<file path="src/rtl/pipe_hold_ctrl.sv">
// Pipeline hold/flush scheduler.
// Arbitrates stall requests, EX-stage jumps and interrupt redirects into
// per-stage freeze/bubble controls plus a PC redirect. All outputs are
// combinational from state and inputs; state updates on posedge clk.
module pipe_hold_ctrl #(
  parameter int AW        = 32,
  parameter int FLUSH_CYC = 2,
  parameter int TO_W      = 8
) (
  input  logic          clk,
  input  logic          rst_n,
  input  logic          ex_jump_i,
  input  logic [AW-1:0] ex_jump_addr_i,
  input  logic          div_busy_i,
  input  logic          mem_wait_i,
  input  logic          irq_req_i,
  input  logic [AW-1:0] irq_addr_i,
  output logic          stall_o,
  output logic [1:0]    flush_o,
  output logic          redirect_o,
  output logic [AW-1:0] redirect_addr_o,
  output logic          irq_ack_o,
  output logic          stall_timeout_o
);

  // Bubble counter only has to hold FLUSH_CYC-1.
  localparam int FCW = $clog2(FLUSH_CYC + 1);
  localparam logic [FCW-1:0]  FLUSH_LOAD = FCW'(FLUSH_CYC - 1);
  localparam logic [TO_W-1:0] WD_MAX     = '1;

  typedef enum logic [1:0] {
    S_RUN   = 2'd0,
    S_STALL = 2'd1,
    S_FLUSH = 2'd2
  } state_t;

  state_t          state_reg, state_next;
  logic            pending_reg, pending_next;
  logic [AW-1:0]   pend_addr_reg, pend_addr_next;
  logic [FCW-1:0]  flush_cnt_reg, flush_cnt_next;
  logic [TO_W-1:0] wd_cnt_reg, wd_cnt_next;
  logic            timeout_reg, timeout_next;

  logic            stall_req;
  logic            take_redirect;
  logic [AW-1:0]   take_addr;

  assign stall_req       = div_busy_i | mem_wait_i;
  assign stall_timeout_o = timeout_reg;

  // Next-state, counters and output decode; reset forces the bubble pattern.
  always_comb begin
    state_next      = state_reg;
    pending_next    = pending_reg;
    pend_addr_next  = pend_addr_reg;
    flush_cnt_next  = flush_cnt_reg;
    take_redirect   = 1'b0;
    take_addr       = '0;
    stall_o         = 1'b0;
    flush_o         = 2'b00;
    redirect_o      = 1'b0;
    redirect_addr_o = '0;
    irq_ack_o       = 1'b0;

    case (state_reg)
      S_RUN: begin
        if (stall_req) begin
          stall_o    = 1'b1;
          state_next = S_STALL;
          if (ex_jump_i) begin
            pending_next   = 1'b1;
            pend_addr_next = ex_jump_addr_i;
          end
        end else if (ex_jump_i) begin
          take_redirect = 1'b1;
          take_addr     = ex_jump_addr_i;
        end else if (irq_req_i) begin
          take_redirect = 1'b1;
          take_addr     = irq_addr_i;
          irq_ack_o     = 1'b1;
        end
      end

      S_STALL: begin
        if (stall_req) begin
          stall_o = 1'b1;
          // A later jump while frozen supersedes the captured one.
          if (ex_jump_i) begin
            pending_next   = 1'b1;
            pend_addr_next = ex_jump_addr_i;
          end
        end else if (ex_jump_i) begin
          // Live jump outranks the pending one on the release cycle.
          take_redirect = 1'b1;
          take_addr     = ex_jump_addr_i;
          pending_next  = 1'b0;
        end else if (pending_reg) begin
          take_redirect = 1'b1;
          take_addr     = pend_addr_reg;
          pending_next  = 1'b0;
        end else begin
          // Interrupts are deliberately not taken on the release cycle.
          state_next = S_RUN;
        end
      end

      S_FLUSH: begin
        // EX holds a bubble here, so jumps and interrupts are ignored.
        if (stall_req) begin
          stall_o = 1'b1;
        end else begin
          flush_o        = 2'b01;
          flush_cnt_next = flush_cnt_reg - 1'b1;
          if (flush_cnt_reg <= FCW'(1)) begin
            state_next = S_RUN;
          end
        end
      end

      default: begin
        state_next = S_RUN;
      end
    endcase

    if (take_redirect) begin
      redirect_o      = 1'b1;
      redirect_addr_o = take_addr;
      flush_o         = 2'b11;
      flush_cnt_next  = FLUSH_LOAD;
      state_next      = (FLUSH_CYC > 1) ? S_FLUSH : S_RUN;
    end

    if (!rst_n) begin
      stall_o         = 1'b0;
      flush_o         = 2'b11;
      redirect_o      = 1'b0;
      redirect_addr_o = '0;
      irq_ack_o       = 1'b0;
    end
  end

  // Watchdog: counts consecutive frozen cycles, saturating; timeout is sticky.
  always_comb begin
    wd_cnt_next  = '0;
    timeout_next = timeout_reg;
    if (stall_o) begin
      wd_cnt_next = (wd_cnt_reg == WD_MAX) ? wd_cnt_reg : wd_cnt_reg + 1'b1;
      if (wd_cnt_next == WD_MAX) begin
        timeout_next = 1'b1;
      end
    end
  end

  // State, pending jump, counters and timeout flag registers.
  always_ff @(posedge clk) begin
    if (!rst_n) begin
      state_reg     <= S_RUN;
      pending_reg   <= 1'b0;
      pend_addr_reg <= '0;
      flush_cnt_reg <= '0;
      wd_cnt_reg    <= '0;
      timeout_reg   <= 1'b0;
    end else begin
      state_reg     <= state_next;
      pending_reg   <= pending_next;
      pend_addr_reg <= pend_addr_next;
      flush_cnt_reg <= flush_cnt_next;
      wd_cnt_reg    <= wd_cnt_next;
      timeout_reg   <= timeout_next;
    end
  end

endmodule

</file>
<file path="config.mk">
export PLATFORM = sky130hd
export DESIGN_NAME = pipe_hold_ctrl
export DESIGN_NICKNAME = d
export VERILOG_FILES = /design/src/rtl/pipe_hold_ctrl.sv
export SDC_FILE = /design/constraint.sdc
export NUM_CORES = 1
export LEC_CHECK = 0
export CAP_MARGIN = 20
export CELL_PAD_IN_SITES_DETAIL_PLACEMENT = 1
export CELL_PAD_IN_SITES_GLOBAL_PLACEMENT = 1
export CORE_MARGIN = 2
export CORE_UTILIZATION = 31
export CTS_CLUSTER_DIAMETER = 100
export CTS_CLUSTER_SIZE = 30
export DETAILED_ROUTE_END_ITERATION = 8
export GPL_TIMING_DRIVEN = 0
export PLACE_DENSITY = 0.9
export SYNTH_ARGS = -nofsm -noshare
export SYNTH_HDL_FRONTEND = slang
export SYNTH_SLANG_ARGS = --single-unit
</file>
<file path="constraint.sdc">
create_clock -name clk -period 3.65 [get_ports clk]
set_input_delay 1.095 -clock clk [delete_from_list [all_inputs] [get_ports clk]]
set_output_delay 1.095 -clock clk [all_outputs]
set_load 0.05 [all_outputs]
</file>
==> results of run 1 <==
worst max-delay path: stages:
cell and delay, ns:
sky130_fd_sc_hd__buf_6 0.09, sky130_fd_sc_hd__or2_1 0.23, sky130_fd_sc_hd__buf_6 0.14, sky130_fd_sc_hd__buf_6 0.11, sky130_fd_sc_hd__nor4_4 0.29, sky130_fd_sc_hd__o21ai_4 0.11
sky130_fd_sc_hd__clkbuf_16 0.19, sky130_fd_sc_hd__buf_12 0.14, sky130_fd_sc_hd__nor3_4 0.16, sky130_fd_sc_hd__buf_6 0.19
cell usage in the layout, fill, tap and decap left out, types with 4 or more instances in the layout:
master	count
sky130_fd_sc_hd__buf_4	12
sky130_fd_sc_hd__a221oi_2	28
sky130_fd_sc_hd__buf_12	6
sky130_fd_sc_hd__nor3_4	32
sky130_fd_sc_hd__clkdlybuf4s50_1	65
sky130_fd_sc_hd__clkbuf_8	5
sky130_fd_sc_hd__nand2_1	71
sky130_fd_sc_hd__nor2b_1	34
sky130_fd_sc_hd__buf_6	43
sky130_fd_sc_hd__a31oi_1	5
sky130_fd_sc_hd__clkbuf_2	4
sky130_fd_sc_hd__clkbuf_1	16
sky130_fd_sc_hd__o21ai_0	4
sky130_fd_sc_hd__a21oi_1	36
sky130_fd_sc_hd__dfxtp_1	46
sky130_fd_sc_hd__nor3_1	6
sky130_fd_sc_hd__nor2_1	6
where the power goes:
group / leakage [nW] / internal (mW) / switching, mW / total, mW
registers: 0.377 / 0.529 / 0.0237 / 0.553
logic: 1.40 / 0.190 / 0.233 / 0.422
clock network: 0.0373 / 0.132 / 0.177 / 0.309
total: 1.81 / 0.851 / 0.434 / 1.28
cell families after synthesis:
kind of cell             count (synthesis)
AND/OR/NAND/NOR                        170
adder cells (fa/ha/maj)                  2
multiplexers                             2
buffers and inverters                   37
XOR/XNOR                                 2
AO/OA/AOI/OAI                           84
flip-flops                              46
Yosys cell counts:
cell	number	share of area, %
sky130_fd_sc_hd__nor3_2	20	7.5
sky130_fd_sc_hd__nor4b_2	1	0.56
sky130_fd_sc_hd__inv_1	4	0.56
sky130_fd_sc_hd__buf_1	3	0.42
sky130_fd_sc_hd__dfxtp_1	46	34
sky130_fd_sc_hd__buf_6	3	1.3
sky130_fd_sc_hd__o21ai_0	4	0.75
sky130_fd_sc_hd__a31oi_1	5	1.2
sky130_fd_sc_hd__ha_1	2	0.93
sky130_fd_sc_hd__nor4_4	1	0.79
sky130_fd_sc_hd__nand3_1	3	0.56
sky130_fd_sc_hd__a2111oi_0	1	0.33
sky130_fd_sc_hd__nor3b_1	1	0.28
sky130_fd_sc_hd__nand2_1	71	9.9
sky130_fd_sc_hd__nor4_2	1	0.47
sky130_fd_sc_hd__xnor2_1	2	0.65
sky130_fd_sc_hd__buf_2	7	1.3
sky130_fd_sc_hd__and4_1	2	0.65
sky130_fd_sc_hd__a221oi_1	32	10
sky130_fd_sc_hd__and4b_1	1	0.37
sky130_fd_sc_hd__or4_1	1	0.28
sky130_fd_sc_hd__nor2_1	8	1.1
sky130_fd_sc_hd__clkbuf_1	19	2.7
sky130_fd_sc_hd__inv_2	1	0.14
sky130_fd_sc_hd__and3_1	3	0.70
sky130_fd_sc_hd__nor4_1	1	0.23
sky130_fd_sc_hd__mux2i_1	2	0.75
sky130_fd_sc_hd__a21oi_1	36	6.7
sky130_fd_sc_hd__a211oi_1	3	0.84
sky130_fd_sc_hd__nor2b_1	34	7.9
sky130_fd_sc_hd__nand4_1	1	0.23
sky130_fd_sc_hd__or2_1	1	0.23
sky130_fd_sc_hd__or2_2	1	0.23
sky130_fd_sc_hd__a32o_1	1	0.37
sky130_fd_sc_hd__o21ai_2	1	0.33
sky130_fd_sc_hd__o2bb2ai_1	1	0.33
sky130_fd_sc_hd__and2_1	1	0.23
sky130_fd_sc_hd__nor3_1	18	3.4
metal layers:
layer / wire (um) / vias up
met5: 0 / -
met4: 243 / 0
met3: 649 / 18
met2: 6120 / 115
met1: 4550 / 1576
li1: - / 1499
area by class of cell:
type / instances / area (um2)
inverter: 5 / 21.3
timing repair buffer: 127 / 1360
clock inverter: 1 / 7.51
tap: 105 / 131
fill: 914 / 3440
multi-input combinational: 260 / 2090
buffer: 32 / 255
clock buffer: 6 / 72.6
sequential: 46 / 921
worst min path at each step:
| stage | from | endpoint | cells after the start |
|---|---|---|---|
| 2_1_floorplan | pend_addr_reg[0] | pend_addr_reg[0] | 2 |
| 3_3_place_gp | pend_addr_reg[0] | pend_addr_reg[0] | 2 |
| 3_5_place_dp | pend_addr_reg[16] | pend_addr_reg[16] | 2 |
| 4_1_cts | pend_addr_reg[1] | pend_addr_reg[1] | 2 |
| 5_1_grt | pend_addr_reg[17] | pend_addr_reg[17] | 2 |
| 6_report | pend_addr_reg[16] | pend_addr_reg[16] | 2 |
per-stage QoR:
step                setup TNS, ns  instances  setup WS [ns]  cell area, um2
finish                      -5.28        582         -0.213            4860
global route                -7.33        582         -0.274            4860
CTS                         -5.60        577         -0.215            4770
detailed placement         -51.79        554          -1.50            4180
global placement           -51.54        554          -1.51            4180
floorplan                   -5.70        343         -0.204            2990
repair_timing:
item | CTS | global route
gates resized for setup | 324 | 14
cloned | 2 | 2
setup endpoints to repair | 37 | 36
buffers inserted | 14 | 4
hold endpoints to repair | 0 | 0
pin swaps | 13 | 31
==> impl_metrics.tcl, run 1 <==
set metrics [dict create \
    synth_fp_nets 415 \
    die-width_um 97.0 \
    timing.final.crit_share_pct 106 \
    largest_register_ffs 32 \
    die_h_um 97.0 \
    violated_checks "negative setup slack" \
    final.setup_skew_ns 0.00865 \
    number_of_i_o_pins 108 \
    power_density_nw_per_um2 264 \
    wire_length_of_the_first_global_routing_pass_mm 17.9 \
    clock_sinks 46 \
    worst_ep_arrival_time_ns 2.77 \
    layout-drive-gt1-share_pct 31.9 \
    syn_area_per_cell_um2 7.81 \
    floorplan.core_area_um2 8300 \
    worstSkewPairLatency_ns 0.31 \
    globalRouteMet1Util_pct 26.8 \
    grt_antenna_before_repair 0 \
    start_util_pct 32.3 \
    grt_setup_unrepaired "true" \
    cts_root_buf "sky130_fd_sc_hd__clkbuf_8" \
    synth.lib_cells_used.distinct 38 \
    run_status "finished, violations left" \
    worst-setup-path-type "input port to output pin" \
    startpoint_of_the_most_critical_register_to_register_path "state_reg[1]" \
    worst_setup_path_end_kind "output pin" \
    hold_viol_final 0 \
    max_cap_violations 0 \
    syn_area_um2 2680 \
    drtIter0Drc 87 \
    post_synth_xor_area_fraction_pct 0.654 \
    ctsHtreeMaxLevel 2 \
    layout_setup_ws_ns -0.213 \
    place.detailed.hpwl_mm 7.63 \
    p_leak_nw 1.81 \
    per_cell_routed_wire_length_um 19.9 \
    cts-buffers-inserted 5 \
    detail_route.vias_per_cell 5.51 \
    cts_tree "done" \
    worst_setup_path_startpoint "mem_wait_i" \
    achievable-frequency_mhz 259 \
    worst_ep_required_time_ns 2.55 \
    global_route.overflow_total 0 \
    vdd_ir_max_v 0.000135 \
    floorplan.rows 33 \
    yosysWarnings 0 \
    worst_tran_pin_value_ns 0.624 \
    synth_seq_area_share_pct 34.4 \
    detail-route-antenna-nets 0 \
    largest_net_degree_at_the_start_of_global_routing 14 \
    timing_max_transition_violations_final 0 \
    setup_viol_count_final 33 \
    grt_pass1_vias 3490 \
    netlist_instances 343 \
    drt_first_pass_iters 4 \
    postLayoutCoreUtil_pct 58.5 \
    worstRegToRegCells 7 \
    post_cts_hold_buffer_count 0 \
    grtUsageTotal_pct 23.4 \
    cts-root-to-sink-buffers 2 \
    n_antenna_cell 0 \
    detailed_route_via_count 3208 \
    wl_mm 11.6 \
    flip_flop_and_latch_count_after_synthesis 46 \
    worst-r2r-setup-slack_ns 1.57 \
    start_kind "input port" \
    grt-busiest-layer "met2" \
    clk_pin_slew_ns 0.09 \
    gpl.final_weighted_congestion 0.839 \
    critPathCapture "redirect_addr_o[29]" \
    regToRegEndpoint "pend_addr_reg[8]" \
    slew-limit-headroom_pct 58.4 \
    global_route.usage.met2_pct 42.4 \
    crit_fanout 6 \
    total_power_mw 1.28 \
    muxShareOfSynthArea_pct 0.747 \
    main_combinational_cell_family_by_area_after_synthesis "simple AND/OR/NAND/NOR gates" \
    buffer_ports.inserted 106 \
    detail_route.drc_violations 0 \
    syn2layout_area_growth_pct 81.3 \
    synth_simple_gate_area_share_pct 35.7 \
    synth_compound_gate_area_share_pct 21.3 \
    fin_hold_ws_ns 0.473 \
    timing.hold.worst.class "flop to flop" \
    die_area_um2 9410 \
    use_met3_pct 5.20 \
    synth_fa_ha_area_share_pct 0.934 \
    nets 549 \
    final.min_clock_period_ns 3.86 \
]
Note: power is estimated with default switching activity, not from simulation.
==> run 2: changes to the inputs <==
CORE_MARGIN = not set   (was 2)
CTS_BUF_LIST = sky130_fd_sc_hd__clkbuf_4 sky130_fd_sc_hd__clkbuf_8 sky130_fd_sc_hd__clkbuf_16   (was not set)
==> run 2 against run 1 <==
  * The run still ends with negative setup slack left
  * Register-to-register slack gained 0.02 ns
  * Combinational power is 4.7% lower
  * Final cell count decreased by 0.17%
  * Clock power grew 25%
  * Critical path depth is the same
  * Wire length decreased by 7.4%
  * Largest power group unchanged
==> impl_metrics.tcl, run 2 (synthesis results as in run 1) <==
set metrics [dict create \
    run_status "finished, violations left" \
    violated_checks "negative setup slack" \
    floorplan.core_area_um2 8300 \
    grtUsageTotal_pct 24.0 \
    largest_register_ffs 32 \
    postLayoutCoreUtil_pct 57.0 \
    cpPeakStageDelay_ns 0.23 \
    final_cell_mix "sky130_fd_sc_hd__nand2_1, sky130_fd_sc_hd__clkdlybuf4s50_1, sky130_fd_sc_hd__dfxtp_1" \
    slew-limit-headroom_pct 58.5 \
    global_route.overflow_total 0 \
    gpl.final_weighted_congestion 0.822 \
    startpoint_of_the_most_critical_register_to_register_path "state_reg[1]" \
    worstSkewPairLatency_ns 0.30 \
    crit_fanout 5 \
    drt_first_pass_iters 4 \
    per_cell_routed_wire_length_um 18.4 \
    min_to "pend_addr_reg[9]" \
    grt_antenna_before_repair 0 \
    setup_viol_count_final 31 \
    grt_setup_unrepaired "true" \
    nets 547 \
    worstRegToRegCells 7 \
    worst_ep_required_time_ns 2.55 \
    worst_path_most_repeated_cell "sky130_fd_sc_hd__buf_6" \
    largest_net_degree_at_the_start_of_global_routing 16 \
    hold_depth 2 \
    achievable-frequency_mhz 264 \
    detail_route.vias_per_cell 5.45 \
    die-width_um 95.0 \
    wire_length_of_the_first_global_routing_pass_mm 16.6 \
    drtIter0Drc 86 \
    worst-setup-path-type "input port to output pin" \
    cp_cell_sequence "buf_6, or2_1, buf_6, nor4_4, buf_4, o21ai_4, buf_12, buf_16, nor3_4, buf_6" \
    worst_setup_path_end_kind "output pin" \
    die_h_um 95.0 \
    regToRegEndpoint "pend_addr_reg[3]" \
    syn2layout_area_growth_pct 76.6 \
    start_util_pct 32.3 \
    worst-r2r-setup-slack_ns 1.59 \
    die_area_um2 9020 \
    cts-root-to-sink-buffers 2 \
    start_kind "input port" \
    worst_ep_arrival_time_ns 2.70 \
    ctsHtreeMaxLevel 2 \
    timing.final.crit_share_pct 104 \
    hold_viol_final 0 \
    detailed_route_via_count 3167 \
    cpMaxStageDelayCell "sky130_fd_sc_hd__or2_1" \
    cts-buffers-inserted 5 \
    worst_tran_pin_value_ns 0.623 \
    grt_pass1_vias 3335 \
    worst_setup_path_startpoint "div_busy_i" \
    floorplan.rows 33 \
    hp-start "pend_addr_reg[9]" \
    p_leak_nw 1.74 \
    layout_setup_ws_ns -0.142 \
    max_cap_violations 0 \
    number_of_i_o_pins 108 \
    final.setup_skew_ns 0.00510 \
    cp_top_family "buffers and inverters" \
    post_cts_hold_buffer_count 0 \
    place.detailed.hpwl_mm 7.63 \
    detail_route.drc_violations 0 \
    detail-route-antenna-nets 0 \
    cts_tree "done" \
    power_density_nw_per_um2 283 \
    wl_mm 10.7 \
    final.min_clock_period_ns 3.79 \
    vdd_ir_max_v 0.000193 \
    cts_root_buf "sky130_fd_sc_hd__clkbuf_8" \
    final.setup.tns_ns -3.24 \
    cp.buffers_inverters 6 \
    n_antenna_cell 0 \
    timing_max_transition_violations_final 0 \
    mostFrequentLayoutCell "sky130_fd_sc_hd__nand2_1" \
    clk_pin_slew_ns 0.09 \
    layout-drive-gt1-share_pct 27.9 \
    timing.hold.worst.class "flop to flop" \
    buffer_ports.inserted 106 \
    clock_sinks 46 \
]
## run 2: cell types whose count changed in the layout (fill, tap and decap cells not counted), sizes merged
cell	previous run	this run
buf	70	67
bufinv	0	1
dlygate4sd2	2	1
clkdlybuf4s15	0	1
clkinvlp	1	2
## run 2: worst max-delay path by stage
stage	cells after the start	slack, ns	end
floorplan	6	-0.20	redirect_addr_o[10]
global placement	8	-1.45	redirect_addr_o[1]
detailed placement	8	-1.49	redirect_addr_o[22]
CTS	10	-0.21	redirect_addr_o[6]
global route	10	-0.22	redirect_addr_o[27]
finish	10	-0.14	redirect_addr_o[19]
## run 2: layout make-up
class / count / area, um2
Multi-Input combinational cell: 260 / 1970
Buffer: 32 / 245
Tap cell: 105 / 131
Clock inverter: 3 / 45.0
Sequential cell: 46 / 921
Inverter: 5 / 18.8
Fill cell: 931 / 3570
Clock buffer: 5 / 68.8
Timing Repair Buffer: 125 / 1330
## run 2: metrics by stage
| stage | total power [mW] | hold WS [ns] | setup WS [ns] | std cells | area, um2 |
|---|---|---|---|---|---|
| floorplan | 0.763 | 0.436 | -0.204 | 343 | 2990 |
| global placement | 0.900 | 0.442 | -1.45 | 554 | 4180 |
| detailed placement | 0.915 | 0.453 | -1.49 | 554 | 4180 |
| CTS | 1.33 | 0.466 | -0.210 | 576 | 4580 |
| global route | 1.40 | 0.499 | -0.217 | 581 | 4730 |
| finish | 1.34 | 0.469 | -0.142 | 581 | 4730 |
## run 2: per-layer routing
layer  global-route usage [%]  wire, um  vias up  part of all wire [%]
li1                         -         -     1496                     -
met1                     27.1      4320     1556                    40
met2                     45.1      5670      101                    53
met3                     4.91       552       14                   5.2
met4                     6.57       160        0                   1.5
met5                        0         0        -                     0
## run 2: tightest hold or removal path: cells and delay by family, from the launching register on
| family | cells | cell delay, ns |
|---|---|---|
| flip-flops | 1 | 0.32 |
| AO/OA/AOI/OAI | 1 | 0.05 |
| AND/OR/NAND/NOR | 1 | 0.05 |
## run 2: where the power goes
group	internal, mW	leakage [nW]	switching (mW)
Sequential	0.529	0.377	0.0219
Clock	0.204	0.0504	0.183
Combinational	0.182	1.31	0.220
## run 2: repair_timing
item / in CTS / in global routing
buffers inserted: 13 / 4
cloned: 1 / 3
resized for setup: 289 / 26
setup endpoints to repair: 37 / 36
pin swaps: 16 / 27
